## config.mk

```make
export PLATFORM = sky130hd
export DESIGN_NAME = fifo_drain_arbiter
export DESIGN_NICKNAME = d
export VERILOG_FILES = /design/src/rtl/fifo_drain_arbiter.sv
export SDC_FILE = /design/constraint.sdc
export NUM_CORES = 1
export LEC_CHECK = 0
export BUFFER_PORTS_ARGS = -buffer_cell sky130_fd_sc_hd__clkbuf_2
export CAP_MARGIN = 10
export CORE_MARGIN = 4
export CORE_UTILIZATION = 46
export DETAILED_ROUTE_END_ITERATION = 8
export PLACE_DENSITY = 0.77
export SETUP_SLACK_MARGIN = 0.05
export SYNTH_ARGS = -nofsm -noshare
export SYNTH_HDL_FRONTEND = slang
export SYNTH_SLANG_ARGS = --single-unit
export TNS_END_PERCENT = 10
```

## constraint.sdc

```tcl
create_clock -name clk_i -period 6.1 [get_ports clk_i]
set_input_delay 0.61 -clock clk_i [delete_from_list [all_inputs] [get_ports clk_i]]
set_output_delay 0.61 -clock clk_i [all_outputs]
set_load 0.01 [all_outputs]
```

## src/rtl/fifo_drain_arbiter.sv

```systemverilog
// ---------------------------------------------------------------------------
// fifo_drain_arbiter
//
// Shares one output link between N synchronous input FIFOs. Arbitration is
// round-robin with wormhole locking: the winning input owns the link until
// its tail flit has been read. Read data returns one cycle after the read
// strobe and is captured into a 2-entry output buffer that drives a
// valid/ready link. A read is only issued when the buffer is guaranteed to
// have room for the returning flit, so the buffer never overflows.
//
// Ports:
//   clk_i     in   1        clock
//   rst_i     in   1        reset, asynchronous, active-low
//   empty_i   in   N        per-FIFO empty flags
//   read_o    out  N        per-FIFO read strobes (at most one bit high)
//   data_i    in   N*WIDTH  FIFO read data, slice k = [k*WIDTH +: WIDTH]
//   data_o    out  WIDTH    head flit of the output buffer
//   valid_o   out  1        data_o valid
//   ready_i   in   1        link accepts the flit when valid_o & ready_i
//   grant_o   out  N        one-hot current owner, 0 when idle
//   err_o     out  1        sticky watchdog error
//
// Optional feature macro: ARB_WATCHDOG_EN
//   Defined:     a stall counter runs while the owner is empty mid-packet;
//                err_o latches high once it reaches WDOG_CYCLES.
//   Not defined: no counter, err_o is tied to 0.
// ---------------------------------------------------------------------------
module fifo_drain_arbiter #(
  parameter int N           = 4,
  parameter int WIDTH       = 32,
  parameter int TAIL_BIT    = 31,
  parameter int WDOG_CYCLES = 64
) (
  input  logic               clk_i,
  input  logic               rst_i,
  input  logic [N-1:0]       empty_i,
  output logic [N-1:0]       read_o,
  input  logic [N*WIDTH-1:0] data_i,
  output logic [WIDTH-1:0]   data_o,
  output logic               valid_o,
  input  logic               ready_i,
  output logic [N-1:0]       grant_o,
  output logic               err_o
);

  localparam int IDX_W = (N > 1) ? $clog2(N) : 1;
  localparam int SUM_W = IDX_W + 1;
  localparam logic [IDX_W-1:0] LAST_IDX = IDX_W'(N - 1);

  // Reject parameter sets the datapath cannot represent.
  if (N < 2 || N > 16 || TAIL_BIT < 0 || TAIL_BIT >= WIDTH || WDOG_CYCLES < 1) begin : g_bad_params
    $error("fifo_drain_arbiter: unsupported parameter set");
  end

  typedef enum logic {ARB = 1'b0, LOCK = 1'b1} state_t;

  state_t           state_q, state_d;
  logic [IDX_W-1:0] owner_q, owner_d;
  logic [IDX_W-1:0] rr_q, rr_d;
  logic             inflight_q, inflight_d;
  logic [WIDTH-1:0] buf_q [2];
  logic [WIDTH-1:0] buf_d [2];
  logic             wr_ptr_q, wr_ptr_d;
  logic             rd_ptr_q, rd_ptr_d;
  logic [1:0]       count_q, count_d;

  logic [WIDTH-1:0] data_arr [N];
  logic [WIDTH-1:0] owner_flit;
  logic             tail_in_flight;
  logic             pop;
  logic [2:0]       used;
  logic             slot_free;
  logic             arb_found;
  logic [IDX_W-1:0] arb_idx;
  logic [SUM_W-1:0] cand;
  logic             rd_en;
  logic [IDX_W-1:0] rd_idx;

  genvar gi;
  for (gi = 0; gi < N; gi++) begin : g_slice
    assign data_arr[gi] = data_i[gi*WIDTH +: WIDTH];
  end

  // A flit in flight always belongs to the current owner: reads are only
  // issued in the owner's name, and the owner changes only in ARB, where
  // nothing is in flight.
  assign owner_flit     = data_arr[owner_q];
  assign tail_in_flight = inflight_q & owner_flit[TAIL_BIT];

  assign valid_o = (count_q != 2'd0);
  assign data_o  = buf_q[rd_ptr_q];
  assign pop     = valid_o & ready_i;

  // Credit: stored flits plus the one returning, minus the one leaving now.
  assign used      = {1'b0, count_q} + {2'b00, inflight_q} - {2'b00, pop};
  assign slot_free = (used < 3'd2);

  // Round-robin search starting at rr_q, wrapping modulo N.
  always_comb begin
    arb_found = 1'b0;
    arb_idx   = '0;
    cand      = '0;
    for (int i = 0; i < N; i++) begin
      cand = {1'b0, rr_q} + SUM_W'(i);
      if (cand >= SUM_W'(N)) cand = cand - SUM_W'(N);
      if (!arb_found && !empty_i[cand[IDX_W-1:0]]) begin
        arb_found = 1'b1;
        arb_idx   = cand[IDX_W-1:0];
      end
    end
  end

  // State and datapath registers.
  always_ff @(posedge clk_i or negedge rst_i) begin
    if (!rst_i) begin
      state_q    <= ARB;
      owner_q    <= '0;
      rr_q       <= '0;
      inflight_q <= 1'b0;
      buf_q[0]   <= '0;
      buf_q[1]   <= '0;
      wr_ptr_q   <= 1'b0;
      rd_ptr_q   <= 1'b0;
      count_q    <= '0;
    end else begin
      state_q    <= state_d;
      owner_q    <= owner_d;
      rr_q       <= rr_d;
      inflight_q <= inflight_d;
      buf_q      <= buf_d;
      wr_ptr_q   <= wr_ptr_d;
      rd_ptr_q   <= rd_ptr_d;
      count_q    <= count_d;
    end
  end

  // Next-state logic.
  always_comb begin
    state_d    = state_q;
    owner_d    = owner_q;
    rr_d       = rr_q;
    inflight_d = rd_en;
    buf_d      = buf_q;
    wr_ptr_d   = wr_ptr_q;
    rd_ptr_d   = rd_ptr_q;
    count_d    = count_q + {1'b0, inflight_q} - {1'b0, pop};
    case (state_q)
      ARB: begin
        if (rd_en) begin
          state_d = LOCK;
          owner_d = rd_idx;
        end
      end
      LOCK: begin
        if (tail_in_flight) begin
          state_d = ARB;
          rr_d    = (owner_q == LAST_IDX) ? '0 : owner_q + IDX_W'(1);
        end
      end
    endcase
    if (inflight_q) begin
      buf_d[wr_ptr_q] = owner_flit;
      wr_ptr_d        = ~wr_ptr_q;
    end
    if (pop) rd_ptr_d = ~rd_ptr_q;
  end

  // Output logic. Strobes and grant are combinational from state, so they
  // are forced low while reset is held to make reset take effect at once.
  always_comb begin
    rd_en   = 1'b0;
    rd_idx  = owner_q;
    read_o  = '0;
    grant_o = '0;
    case (state_q)
      ARB: begin
        if (arb_found && slot_free) begin
          rd_en            = 1'b1;
          rd_idx           = arb_idx;
          grant_o[arb_idx] = 1'b1;
        end
      end
      LOCK: begin
        grant_o[owner_q] = 1'b1;
        if (!tail_in_flight && !empty_i[owner_q] && slot_free) rd_en = 1'b1;
      end
    endcase
    if (rd_en) read_o[rd_idx] = 1'b1;
    if (!rst_i) begin
      read_o  = '0;
      grant_o = '0;
    end
  end

`ifdef ARB_WATCHDOG_EN
  localparam int WD_W = $clog2(WDOG_CYCLES + 1);
  localparam logic [WD_W-1:0] WD_LIMIT = WD_W'(WDOG_CYCLES);

  logic [WD_W-1:0] wdog_q, wdog_d;
  logic            err_q, err_d;

  always_ff @(posedge clk_i or negedge rst_i) begin
    if (!rst_i) begin
      wdog_q <= '0;
      err_q  <= 1'b0;
    end else begin
      wdog_q <= wdog_d;
      err_q  <= err_d;
    end
  end

  // Counts only true stalls: owner empty with nothing returning. Saturates
  // at the limit so the error stays latched without wrapping.
  always_comb begin
    wdog_d = wdog_q;
    err_d  = err_q;
    if (state_q != LOCK || rd_en) begin
      wdog_d = '0;
    end else if (empty_i[owner_q] && !inflight_q && wdog_q != WD_LIMIT) begin
      wdog_d = wdog_q + WD_W'(1);
    end
    if (wdog_d == WD_LIMIT) err_d = 1'b1;
  end

  assign err_o = err_q;
`else
  assign err_o = 1'b0;
`endif

endmodule

```

==> impl_metrics.json <==
{
  "floorplan.die.height_um": 104,
  "leakage_nw": 2.53,
  "fraction_of_the_cycle_the_final_worst_path_needs": 0.658,
  "power.density_cell_area_nw_per_um2": 495,
  "cts_max_level": 3,
  "finalInstanceArea_um2": 5430,
  "start_util": 0.480,
  "grt_overflow_total": 0,
  "die_area_um2": 10800,
  "rsz0062_at_grt": "no",
  "end_kind": "output port",
  "io-pin-count": 177,
  "cts_resized": 0,
  "drv_slew": 0,
  "synth.net_count": 437,
  "timing.fmax_ghz": 0.249,
  "synth_cell_type_count": 34,
  "cts.sinks": 74,
  "grt_pass1_vias": 3455,
  "setup_viol_count_final": 0,
  "worst-endpoint-required_ns": 5.49,
  "die_x_um": 104,
  "irDropWorstVdd_mv": 0.209,
  "drive_above_1_share": 0.706,
  "final_common_cell": "sky130_fd_sc_hd__clkbuf_2",
  "maximum_clock_skew_at_final_layout_ns": 0.0121,
  "layout.nets": 607,
  "io_buffers": 175,
  "final_core_util": 0.613,
  "timing.final.crit_period_ns": 4.02,
  "cts-hold-fix-buffers": 0,
  "routed_wire_length_per_instance_um": 17.3,
  "placeableCoreArea_um2": 8850,
  "first_pass_grt_wire_length_um": 16700,
  "syn_area_per_cell_um2": 14.4,
  "setup.worst_path.class": "reg -> out",
  "initial_antenna_violation_count": 0,
  "worst-slew-pin-transition_ns": 0.986,
  "start_kind": "flop",
  "detailedRoute.firstPassIterationCount": 4,
  "cts_tree": "done",
  "whs_ns": 0.502,
  "drt_first_iter_violations": 103,
  "worst_skew_pair.late_latency_ns": 0.33,
  "synth_warnings": 0,
  "dpl-instance-area_um2": 5210,
  "number_of_nets_still_failing_antenna_checks_after_routing": 0,
  "grt_max_degree": 75,
  "worst_hold_path_type": "reg -> reg",
  "synthesis.instances": 295,
  "hpwlAfterDp_um": 7620,
  "number_of_synthesized_register_bits": 74,
  "final.setup.tns_ns": 0,
  "drc": 0,
  "routed_wirelength_um": 10000,
  "antenna_cells_inserted": 0,
  "detail_route.vias_per_cell": 5.47,
  "reg_clk_slew_reported_paths_ns": 0.07,
  "routed-via-count": 3159,
  "cts.root.buffer_cell": "sky130_fd_sc_hd__clkbuf_8",
  "yosysSeqAreaShare": 0.436,
  "cts_setup_buffers": 0,
  "maxCapViolations": 0,
  "timing.final.hold_violations": 0,
  "deepest_clock_path_buffer_count": 2,
  "gpl.final_weighted_congestion": 0.815,
  "final.fill_count": 725,
  "cts_inserted_buffers": 9,
  "status": "finished clean",
  "maximum_fanout_along_the_worst_path": 6,
  "grt_usage": 0.190,
  "std_cell_rows": 34,
  "timing.critical_path.arrival_ns": 3.41,
  "syn_to_final_growth_pct": 27.8,
  "syn_area_um2": 4240,
  "most-common-layout-cells": "sky130_fd_sc_hd__clkbuf_2 (174), sky130_fd_sc_hd__mux2_2 (97), sky130_fd_sc_hd__dfrtp_1 (72)",
  "slew-limit-headroom": 0.341
}
[cell type report]
| type | instances | area, µm² | share of cell area |
|---|---|---|---|
| multi-input combinational | 194 | 2280 | 0.421 |
| tap | 108 | 135 | 0.0249 |
| inverter | 7 | 26.3 | 0.00484 |
| clock buffer | 10 | 138 | 0.0254 |
| clock inverter | 5 | 78.8 | 0.0145 |
| sequential | 74 | 1850 | 0.342 |
| timing repair buffer | 179 | 908 | 0.167 |
[cells in the mapped netlist (all sizes together)]
cell | number | area, µm²
or2 | 2 | 12.5
ha | 6 | 75.1
nor3b | 3 | 22.5
nand3 | 5 | 25.0
nor2b | 1 | 6.26
o21ai | 2 | 10.0
conb | 1 | 3.75
dfrtp | 74 | 1850
xnor2 | 1 | 8.76
nor2 | 2 | 7.51
buf | 8 | 43.8
fa | 1 | 20.0
mux4 | 33 | 747
a21boi | 3 | 26.3
o21a | 6 | 45.0
nand2 | 11 | 41.3
nand4 | 2 | 12.5
clkbuf | 12 | 45.0
o31ai | 1 | 7.51
a211oi | 2 | 15.0
mux2 | 97 | 1090
a211o | 1 | 8.76
a21oi | 4 | 23.8
xor2 | 2 | 17.5
inv | 7 | 26.3
and2 | 5 | 33.8
nor3 | 3 | 15.0
[routing by layer]
layer	GRT usage	share of wire
met1	0.232	0.40
met5	0	0
met4	0.0456	0.0060
met2	0.342	0.52
met3	0.0441	0.071
[registers in the layout, indices dropped and copies added (netlist names)]
name	count
owner_q	2
wr_ptr_q	1
buf_q	64
count_q	2
state_q	1
rr_q	2
inflight_q	1
rd_ptr_q	1
[kinds of logic (layout without fill, tap and decap cells)]
group,count (synthesis),count (layout),share of synthesized area
fa+ha+maj,7,7,0.0224
flops,74,74,0.436
buf+inv,27,201,0.0271
other cells,1,1,0.000884
simple gates,34,34,0.0416
mux,130,130,0.433
compound gates,19,19,0.0321
xor+xnor,3,3,0.00619
[report_power, final]
group          total (W)  internal (W)  switching (W)
clock           0.000413      0.000239       0.000175
sequential      0.000951      0.000739       0.000212
combinational    0.00132      0.000766       0.000555
[worst paths after layout]
kind,start,depth (start not counted),to,slack (ns)
setup / recovery,count_q[1]$_DFF_PN0_,13,grant_o[3],2.08
hold reg to reg,buf_q[4]$_DFFE_PN0P_,1,buf_q[4]$_DFFE_PN0P_,0.50
min in group asynchronous,rst_i,2,buf_q[28]$_DFFE_PN0P_,0.59
hold / removal,buf_q[4]$_DFFE_PN0P_,1,buf_q[4]$_DFFE_PN0P_,0.50
max in group asynchronous,rst_i,2,owner_q[1]$_DFFE_PN0P_,4.83
setup reg to reg,count_q[1]$_DFF_PN0_,11,owner_q[0]$_DFFE_PN0P_,3.32
[worst max-delay path, stage by stage (launching register included)]
cell	delay, ns
sky130_fd_sc_hd__dfrtp_1	0.42
sky130_fd_sc_hd__or2_2	0.29
sky130_fd_sc_hd__and2_1	0.18
sky130_fd_sc_hd__ha_1	0.27
sky130_fd_sc_hd__inv_1	0.06
sky130_fd_sc_hd__ha_1	0.12
sky130_fd_sc_hd__inv_1	0.04
sky130_fd_sc_hd__fa_1	0.37
sky130_fd_sc_hd__xnor2_1	0.24
sky130_fd_sc_hd__nand2_1	0.14
sky130_fd_sc_hd__nor2_1	0.32
sky130_fd_sc_hd__nand3_1	0.19
sky130_fd_sc_hd__a21boi_0	0.27
sky130_fd_sc_hd__clkbuf_2	0.18
[stage by stage]
stage	worst slack, ns	instances	power (W)
after detailed placement	2.44	562	0.00230
after CTS	2.06	577	0.00272
after global routing	1.79	577	0.00289
after global placement	2.63	562	0.00224
after floorplan	2.71	295	0.00188
final	2.08	577	0.00269
Power figures use the tool's default switching activity.
